<file path="src/rtl/mem_xfer_ctrl.sv">
// Memory-to-memory transfer sequencer: issues source reads and pipelined destination writes.
// Optional running checksum of written data is compiled in with `define XFER_CSUM_EN.
module mem_xfer_ctrl #(
  parameter int unsigned ADDR_W = 5,
  parameter int unsigned DATA_W = 8,
  parameter int unsigned RD_LAT = 1
) (
  input  logic              clock,
  input  logic              reset,
  input  logic              start,
  input  logic [ADDR_W-1:0] src_base,
  input  logic [ADDR_W-1:0] dst_base,
  input  logic [ADDR_W:0]   len,
  output logic              rd_en,
  output logic [ADDR_W-1:0] rd_addr,
  output logic              wr_en,
  output logic [ADDR_W-1:0] wr_addr,
  input  logic [DATA_W-1:0] wr_data,
  output logic              busy,
  output logic              done
`ifdef XFER_CSUM_EN
  ,
  output logic [DATA_W-1:0] csum
`endif
);

  localparam int unsigned PIPE  = RD_LAT + 1;
  localparam int unsigned CNT_W = ADDR_W + 1;

  typedef enum logic [1:0] {
    S_IDLE  = 2'd0,
    S_READ  = 2'd1,
    S_DRAIN = 2'd2,
    S_DONE  = 2'd3
  } state_t;

  state_t            state_q, state_d;
  logic [ADDR_W-1:0] src_q, src_d;
  logic [ADDR_W-1:0] dst_q, dst_d;
  logic [CNT_W-1:0]  len_q, len_d;
  logic [CNT_W-1:0]  cnt_q, cnt_d;
  logic              rd_en_d;
  logic [ADDR_W-1:0] rd_addr_d;
  logic [ADDR_W-1:0] wr_addr_d;
  logic              busy_d;
  logic              done_d;
  logic [PIPE-1:0]   en_sr;
  logic [PIPE:0]     en_chain;
  logic              last_wr_c;

`ifdef XFER_CSUM_EN
  logic [DATA_W-1:0] csum_d;
`else
  logic              unused_wr_data;
  assign unused_wr_data = ^wr_data;
`endif

  // Write strobe is rd_en delayed by PIPE cycles; en_chain[k] is the strobe k cycles back.
  assign en_chain  = {en_sr, rd_en};
  assign wr_en     = en_sr[PIPE-1];
  assign last_wr_c = wr_en && (en_chain[PIPE-1:0] == '0);

  // State register
  always_ff @(posedge clock) begin
    if (reset) begin
      state_q <= S_IDLE;
    end else begin
      state_q <= state_d;
    end
  end

  // Next-state logic
  always_comb begin
    state_d = state_q;
    case (state_q)
      S_IDLE:  if (start) state_d = (len != '0) ? S_READ : S_DONE;
      S_READ:  if (cnt_q == len_q) state_d = S_DRAIN;
      S_DRAIN: if (last_wr_c) state_d = S_DONE;
      S_DONE:  state_d = S_IDLE;
      default: state_d = S_IDLE;
    endcase
  end

  // Output and datapath next values; registered below so every output comes from a flop
  always_comb begin
    src_d     = src_q;
    dst_d     = dst_q;
    len_d     = len_q;
    cnt_d     = cnt_q;
    rd_en_d   = 1'b0;
    rd_addr_d = rd_addr;
    wr_addr_d = wr_addr;
    busy_d    = (state_d == S_READ) || (state_d == S_DRAIN);
    done_d    = (state_d == S_DONE);
`ifdef XFER_CSUM_EN
    csum_d    = csum;
`endif
    case (state_q)
      S_IDLE: begin
        if (start) begin
          src_d = src_base;
          dst_d = dst_base;
          len_d = len;
`ifdef XFER_CSUM_EN
          csum_d = '0;
`endif
          if (len != '0) begin
            rd_en_d   = 1'b1;
            rd_addr_d = src_base;
            cnt_d     = CNT_W'(1);
          end
        end
      end
      S_READ: begin
        if (state_d == S_READ) begin
          rd_en_d   = 1'b1;
          rd_addr_d = src_q + cnt_q[ADDR_W-1:0];
          cnt_d     = cnt_q + CNT_W'(1);
        end
      end
      default: ;
    endcase
    // Writes of one transfer are contiguous, so the first one restarts at dst and the rest increment
    if (en_chain[PIPE-1]) begin
      wr_addr_d = wr_en ? (wr_addr + ADDR_W'(1)) : dst_q;
    end
`ifdef XFER_CSUM_EN
    if (wr_en) begin
      csum_d = csum + wr_data;
    end
`endif
  end

  // Datapath and output registers
  always_ff @(posedge clock) begin
    if (reset) begin
      src_q   <= '0;
      dst_q   <= '0;
      len_q   <= '0;
      cnt_q   <= '0;
      rd_en   <= 1'b0;
      rd_addr <= '0;
      wr_addr <= '0;
      en_sr   <= '0;
      busy    <= 1'b0;
      done    <= 1'b0;
`ifdef XFER_CSUM_EN
      csum    <= '0;
`endif
    end else begin
      src_q   <= src_d;
      dst_q   <= dst_d;
      len_q   <= len_d;
      cnt_q   <= cnt_d;
      rd_en   <= rd_en_d;
      rd_addr <= rd_addr_d;
      wr_addr <= wr_addr_d;
      en_sr   <= en_chain[PIPE-1:0];
      busy    <= busy_d;
      done    <= done_d;
`ifdef XFER_CSUM_EN
      csum    <= csum_d;
`endif
    end
  end

endmodule
</file>
<file path="config.mk">
export PLATFORM = sky130hd
export DESIGN_NAME = mem_xfer_ctrl
export DESIGN_NICKNAME = d
export VERILOG_FILES = /design/src/rtl/mem_xfer_ctrl.sv
export SDC_FILE = /design/constraint.sdc
export NUM_CORES = 1
export LEC_CHECK = 0
export CELL_PAD_IN_SITES_DETAIL_PLACEMENT = 1
export CELL_PAD_IN_SITES_GLOBAL_PLACEMENT = 1
export CORE_AREA = 2 2 74 76
export DETAILED_ROUTE_END_ITERATION = 10
export DIE_AREA = 0 0 76 78
export GPL_ROUTABILITY_DRIVEN = 0
export PLACE_DENSITY_LB_ADDON = 0.1
export SLEW_MARGIN = 20
export SYNTH_ARGS = -nofsm -noshare
export SYNTH_HDL_FRONTEND = slang
export SYNTH_SLANG_ARGS = --single-unit
export TNS_END_PERCENT = 50
</file>
<file path="constraint.sdc">
create_clock -name clock -period 4.3 [get_ports clock]
set_input_delay 0.86 -clock clock [delete_from_list [all_inputs] [get_ports clock]]
set_output_delay 0.86 -clock clock [all_outputs]
set_load 0.02 [all_outputs]
</file>
After elaboration in Yosys (flattened, before gate mapping)
Cells that the tools add are included.
{"block": "classes", "add_sub_neg": 3, "eq_ne": 10, "n_mux": 18, "reduce_logical": 8}
{"op": "$mux 5", "n": 4}
{"op": "$mux 6", "n": 3}
{"op": "$pmux 6 s2", "n": 1}
{"op": "$pmux 5 s2", "n": 1}
{"op": "$eq 2x2->1 const B", "n": 4}
{"op": "$mux 2", "n": 4}
{"op": "$pmux 2 s4", "n": 1}
{"op": "$add 6x1->6 const B", "n": 1}
{"op": "$eq 6x6->1", "n": 1}
{"op": "$ne 2x2->1 const B", "n": 3}
{"op": "$reduce_bool 6->1", "n": 1}
{"op": "$add 5x1->5 const B", "n": 1}
{"op": "$add 5x5->5", "n": 1}
{"op": "$eq 2x1->1 const B", "n": 2}
{"op": "$logic_not 2->1", "n": 2}
{"op": "$reduce_and 4->1", "n": 1}
{"op": "$mux 1", "n": 3}
{"op": "$pmux 1 s2", "n": 1}
{"op": "$reduce_and 2->1", "n": 1}
{"op": "$reduce_bool 2->1", "n": 1}
{"op": "$logic_and 1x1->1", "n": 1}
{"op": "$logic_or 1x1->1", "n": 1}
{"block": "word_totals", "register_bits": 39, "in_bits": 27, "out_inout_bits": 14, "word_cells": 50}

Depth between registers and ports, before layout
{"block": "logic_depth", "word_depth": 7, "ltp_mapped": 10, "ltp_nobuf": 9}

Worst setup path after synthesis
OpenSTA, ideal clock, no wires.
{"block": "synth_timing", "path_type": "input port to flip-flop", "startpoint": "input port len[1]", "endpoint": "register rd_addr[3]", "setup_time_ns": 0.116, "arrival_time_ns": 2.867, "required_ns": 4.184, "slack_ns": 1.318, "path_stages": 9, "path_buffers": 0, "cell_sequence": "nor4_4 nor3b_1 nand2_1 and2_1 ha_1 mux2i_2 a2111oi_2 a32o_1 a31o_1"}
{"block": "synth_via", "elab_chain_len": 7, "elab_cells_between_ends": 8, "classes_between": "eq/ne: 3; mux: 3; reduce/logical: 2"}
{"item": "start, declared", "line_no": "13", "text": "input logic [ADDR_W:0] len,"}
{"item": "$reduce_bool 6->1 (*)", "line_no": "76, 107"}
{"item": "$mux 2 (2 in a row)", "line_no": "76", "text": "S_IDLE: if (start) state_d = (len != '0) ? S_READ : S_DONE;"}
{"item": "$pmux 2 s4", "line_no": "75", "text": "case (state_q)"}
{"item": "$eq 2x1->1", "line_no": "115", "text": "if (state_d == S_READ) begin"}
{"item": "$ne 2x2->1 (no line)"}
{"item": "$reduce_and 4->1 (no line) (*)"}
{"item": "end signal, assigned", "line_no": "156", "text": "rd_addr <= rd_addr_d;"}
{"item": "end, declared", "line_no": "15", "text": "output logic [ADDR_W-1:0] rd_addr,"}
Every way passes the cells marked *; elsewhere a longest branch is shown, timed or not.
A chain may end at the register's enable or synchronous reset.

Final worst setup path
Same ends and word-level chain as after synthesis.

==> summary.txt <==
Synthesis
  – Post-synthesis cell type count: 50
  – Top cells by area, synth: dfxtp_1 40%, nand2_1 8.2%, a21oi_1 6.6%
  – Synth warn: 0
  – Most common cell in the netlist: nand2_1
  – Post-synth EDFFs: 0
  – Mapped Nets: 270
  – Synth top area share: 39.7%
  – Main synth FF type: dfxtp_1
  – Yosys top cell by area: dfxtp_1
  – Synthesized flop and latch total: 39
  – Mapped Cells: 234
  – Synth cell count leaders: 43 x nand2_1, 39 x dfxtp_1, 26 x a21oi_1
  – Syn Area/Cell: 8.41 um^2
  – Post-synth ARST share: 0%
  – Register area share after synthesis: 39.7%
  – Post-Syn Area: 1970 um^2

Pwr
  – Comb power frac: 26.7%
  – Total power: 1.02 mW
  – Power share of the sequential group: 43.4%
  – NetSw: 0.323 mW
  – Internal power: 0.693 mW
  – Peak supply drop: 256 uV
  – Power per Cell Area: 414 nW/um^2
  – LEAKAGE: 0.926 nW
  – Switching power share of the total: 31.8%
  – Clock Power Share: 30.0%

CTS
  – Worst skew pair latency: 0.29 ns
  – Number of clock sinks: 39
  – Root Buffer: clkbuf_8
  – Post-CTS Resized: 0
  – Clock buffer depth: 2
  – Clock buffer count from CTS: 5
  – CTS clk-pin slew, worst paths: 0.08 ns
  – Htree depth: 2
  – Quantity of hold-fixing buffers added after cts: 0
  – Setup bufs post-CTS: 0
  – CTS tree: done

Final layout
  – Area Overhead vs Synth: 24.8%
  – Final Non-Filler Cells: 334
  – Final core area utilization: 48.7%
  – Share of layout cells above drive strength 1: 7.58%
  – Ant diodes: 0
  – Final #Nets: 299
  – Filler instances: 601
  – Post-route cell area: 2460 um^2

Timing
  – Peak Freq: 285 MHz
  – Setup tns final: 0 ns
  – Setup Skew: 0.00569 ns
  – Pins Over Slew Limit: 0
  – Max-slew headroom: 56.0%
  – Min cycle time layout: 3.51 ns
  – Period utilisation layout: 81.7%
  – Fin. Hold Viols: 0
  – Actual slew at the worst max-slew pin: 0.658 ns
  – RSZ-0062 raised after global routing: no
  – Worst hold slack: 0.452 ns
  – Setup slack after layout: 0.789 ns
  – Endpoints failing setup: 0

GRT
  – Vias in the first global route: 1805
  – Initial antenna violation count: 0
  – Total grt overflow: 0
  – Global-route wire length before repair: 8690 um
  – Overall Global Routing Usage: 18.3%
  – Largest net degree at the start of global routing: 27

Outcome
  – Status: completed

Floorplanning
  – Core area: 5040 um^2
  – Die area: 5930 um^2
  – Die height: 78 um
  – Chip Width: 76 um
  – IO Count: 41
  – Cell row count: 26
  – Starting Density: 39.0%

Worst setup path
  – R2R setup slack: 1.27 ns
  – Crit-path cells: clkdlybuf4s50_1 > nor4_4 > nor3b_1 > nand2_1 > and2_1 > ha_1 > a211oi_1 > a2111oi_2 > a32o_1 > a31o_1
  – CP peak stage delay: 0.47 ns
  – CP Max Fanout: 4
  – CP Data Arrival Time: 3.69 ns
  – CP endpoint kind: flop
  – Crit path max-delay cell type: clkdlybuf4s50_1
  – Crit Path Category: in2reg
  – Startpoint Class: input port
  – Worst Path Required: 4.48 ns
  – CP top delay family: simple AND/OR/NAND/NOR gates
  – WP buf/inv: 1

Place
  – HPWL after DPL: 3580 um
  – Placed cell areas: 2340 um^2
  – Placement Setup Slack: 0.479 ns
  – Placed insts: 326
  – Port bufs: 32

Drt
  – WL/cell: 15.0 um
  – DR DRC count: 0
  – Via density: 5.28
  – Detail Route Antenna Nets: 0
  – Vias: 1764
  – Detailed Routing Iterations Pass 1: 4
  – DR iter-0 viols: 83
  – Routed WL: 5020 um

Flow run
  – Total of max-cap violations: 0

Worst hold path
  – Hold Path Class: reg2reg
[layout make-up]
cell class              count  area [um^2]  share of cell area, %
well taps                  70         87.6                   3.57
flip-flops and latches     39          781                   31.8
clock inverters             3         43.8                   1.78
multi-input cells         178         1120                   45.5
inverters                   4         15.0                  0.611
clock buffers               5         68.8                   2.80
repair buffers             35          343                   14.0
[layer usage]
layer | vias to the layer above | wire (um) | share of wire, % | global-route usage (%)
met5 | - | 0 | 0 | 0
met4 | 0 | 36 | 0.72 | 5.64
met3 | 2 | 156 | 3.1 | 4.07
met2 | 24 | 2510 | 50 | 32.2
met1 | 858 | 2320 | 46 | 22.4
li1 | 880 | - | - | -
[final timing paths]
path,startpoint,end,depth (start not counted)
worst max-delay path,len[1],rd_addr[3]$_SDFFE_PP0P_,10
worst min-delay path,dst_q[4]$_SDFFE_PP0P_,dst_q[4]$_SDFFE_PP0P_,2
worst max register to register,state_q[0]$_SDFF_PP0_,cnt_q[0]$_SDFFE_PP0P_,8
worst min register to register,dst_q[4]$_SDFFE_PP0P_,dst_q[4]$_SDFFE_PP0P_,2
[power groups by stage]
| stage | Sequential (mW) | Clock [mW] | Combinational (mW) |
|---|---|---|---|
| 3_3_place_gp | 0.448 | 0 | 0.268 |
| 6_report | 0.441 | 0.305 | 0.271 |
| 3_5_place_dp | 0.449 | 0 | 0.272 |
| 5_1_grt | 0.448 | 0.336 | 0.302 |
| 4_1_cts | 0.441 | 0.314 | 0.275 |
| 2_1_floorplan | 0.452 | 0 | 0.162 |
[registers in the layout (all words and copies together) (netlist names)]
| name | cells |
|---|---|
| state_q | 2 |
| cnt_q | 6 |
| done | 1 |
| dst_q | 5 |
| rd_en | 1 |
| busy | 1 |
| rd_addr | 5 |
| wr_addr | 5 |
| src_q | 5 |
| len_q | 6 |
| en_sr | 2 |
[layout by cell type, fill, tap and decap left out, types with 4 or more instances in the layout]
cell type        count
nand3_1              4
dfxtp_1             39
o21ai_0              5
xor2_1               6
clkdlybuf4s50_1     32
inv_1                4
nand2_1             43
a211oi_1             4
nor2_1              13
a21oi_1             26
nor3_1               7
clkbuf_8             5
ha_1                 8
nor2b_1             10
nand2b_1             4
[cells by family after synthesis]
| kind of cell | synth area share, % |
|---|---|
| AND/OR/NAND/NOR | 25.8 |
| adder cells (fa/ha/maj) | 6.10 |
| multiplexers | 2.22 |
| buffers and inverters | 3.56 |
| XOR/XNOR | 3.56 |
| flip-flops | 39.7 |
| AO/OA/AOI/OAI | 19.1 |
[worst register-to-register path, delay by kind of cell, from the launching register on]
kind / cells / cell delay (ns)
AO/OA/AOI/OAI: 3 / 1.12
adder cells (fa/ha/maj): 1 / 0.30
buffers and inverters: 1 / 0.19
flip-flops: 1 / 0.65
multiplexers: 1 / 0.15
AND/OR/NAND/NOR: 2 / 0.51
Power figures use the tool's default switching activity.
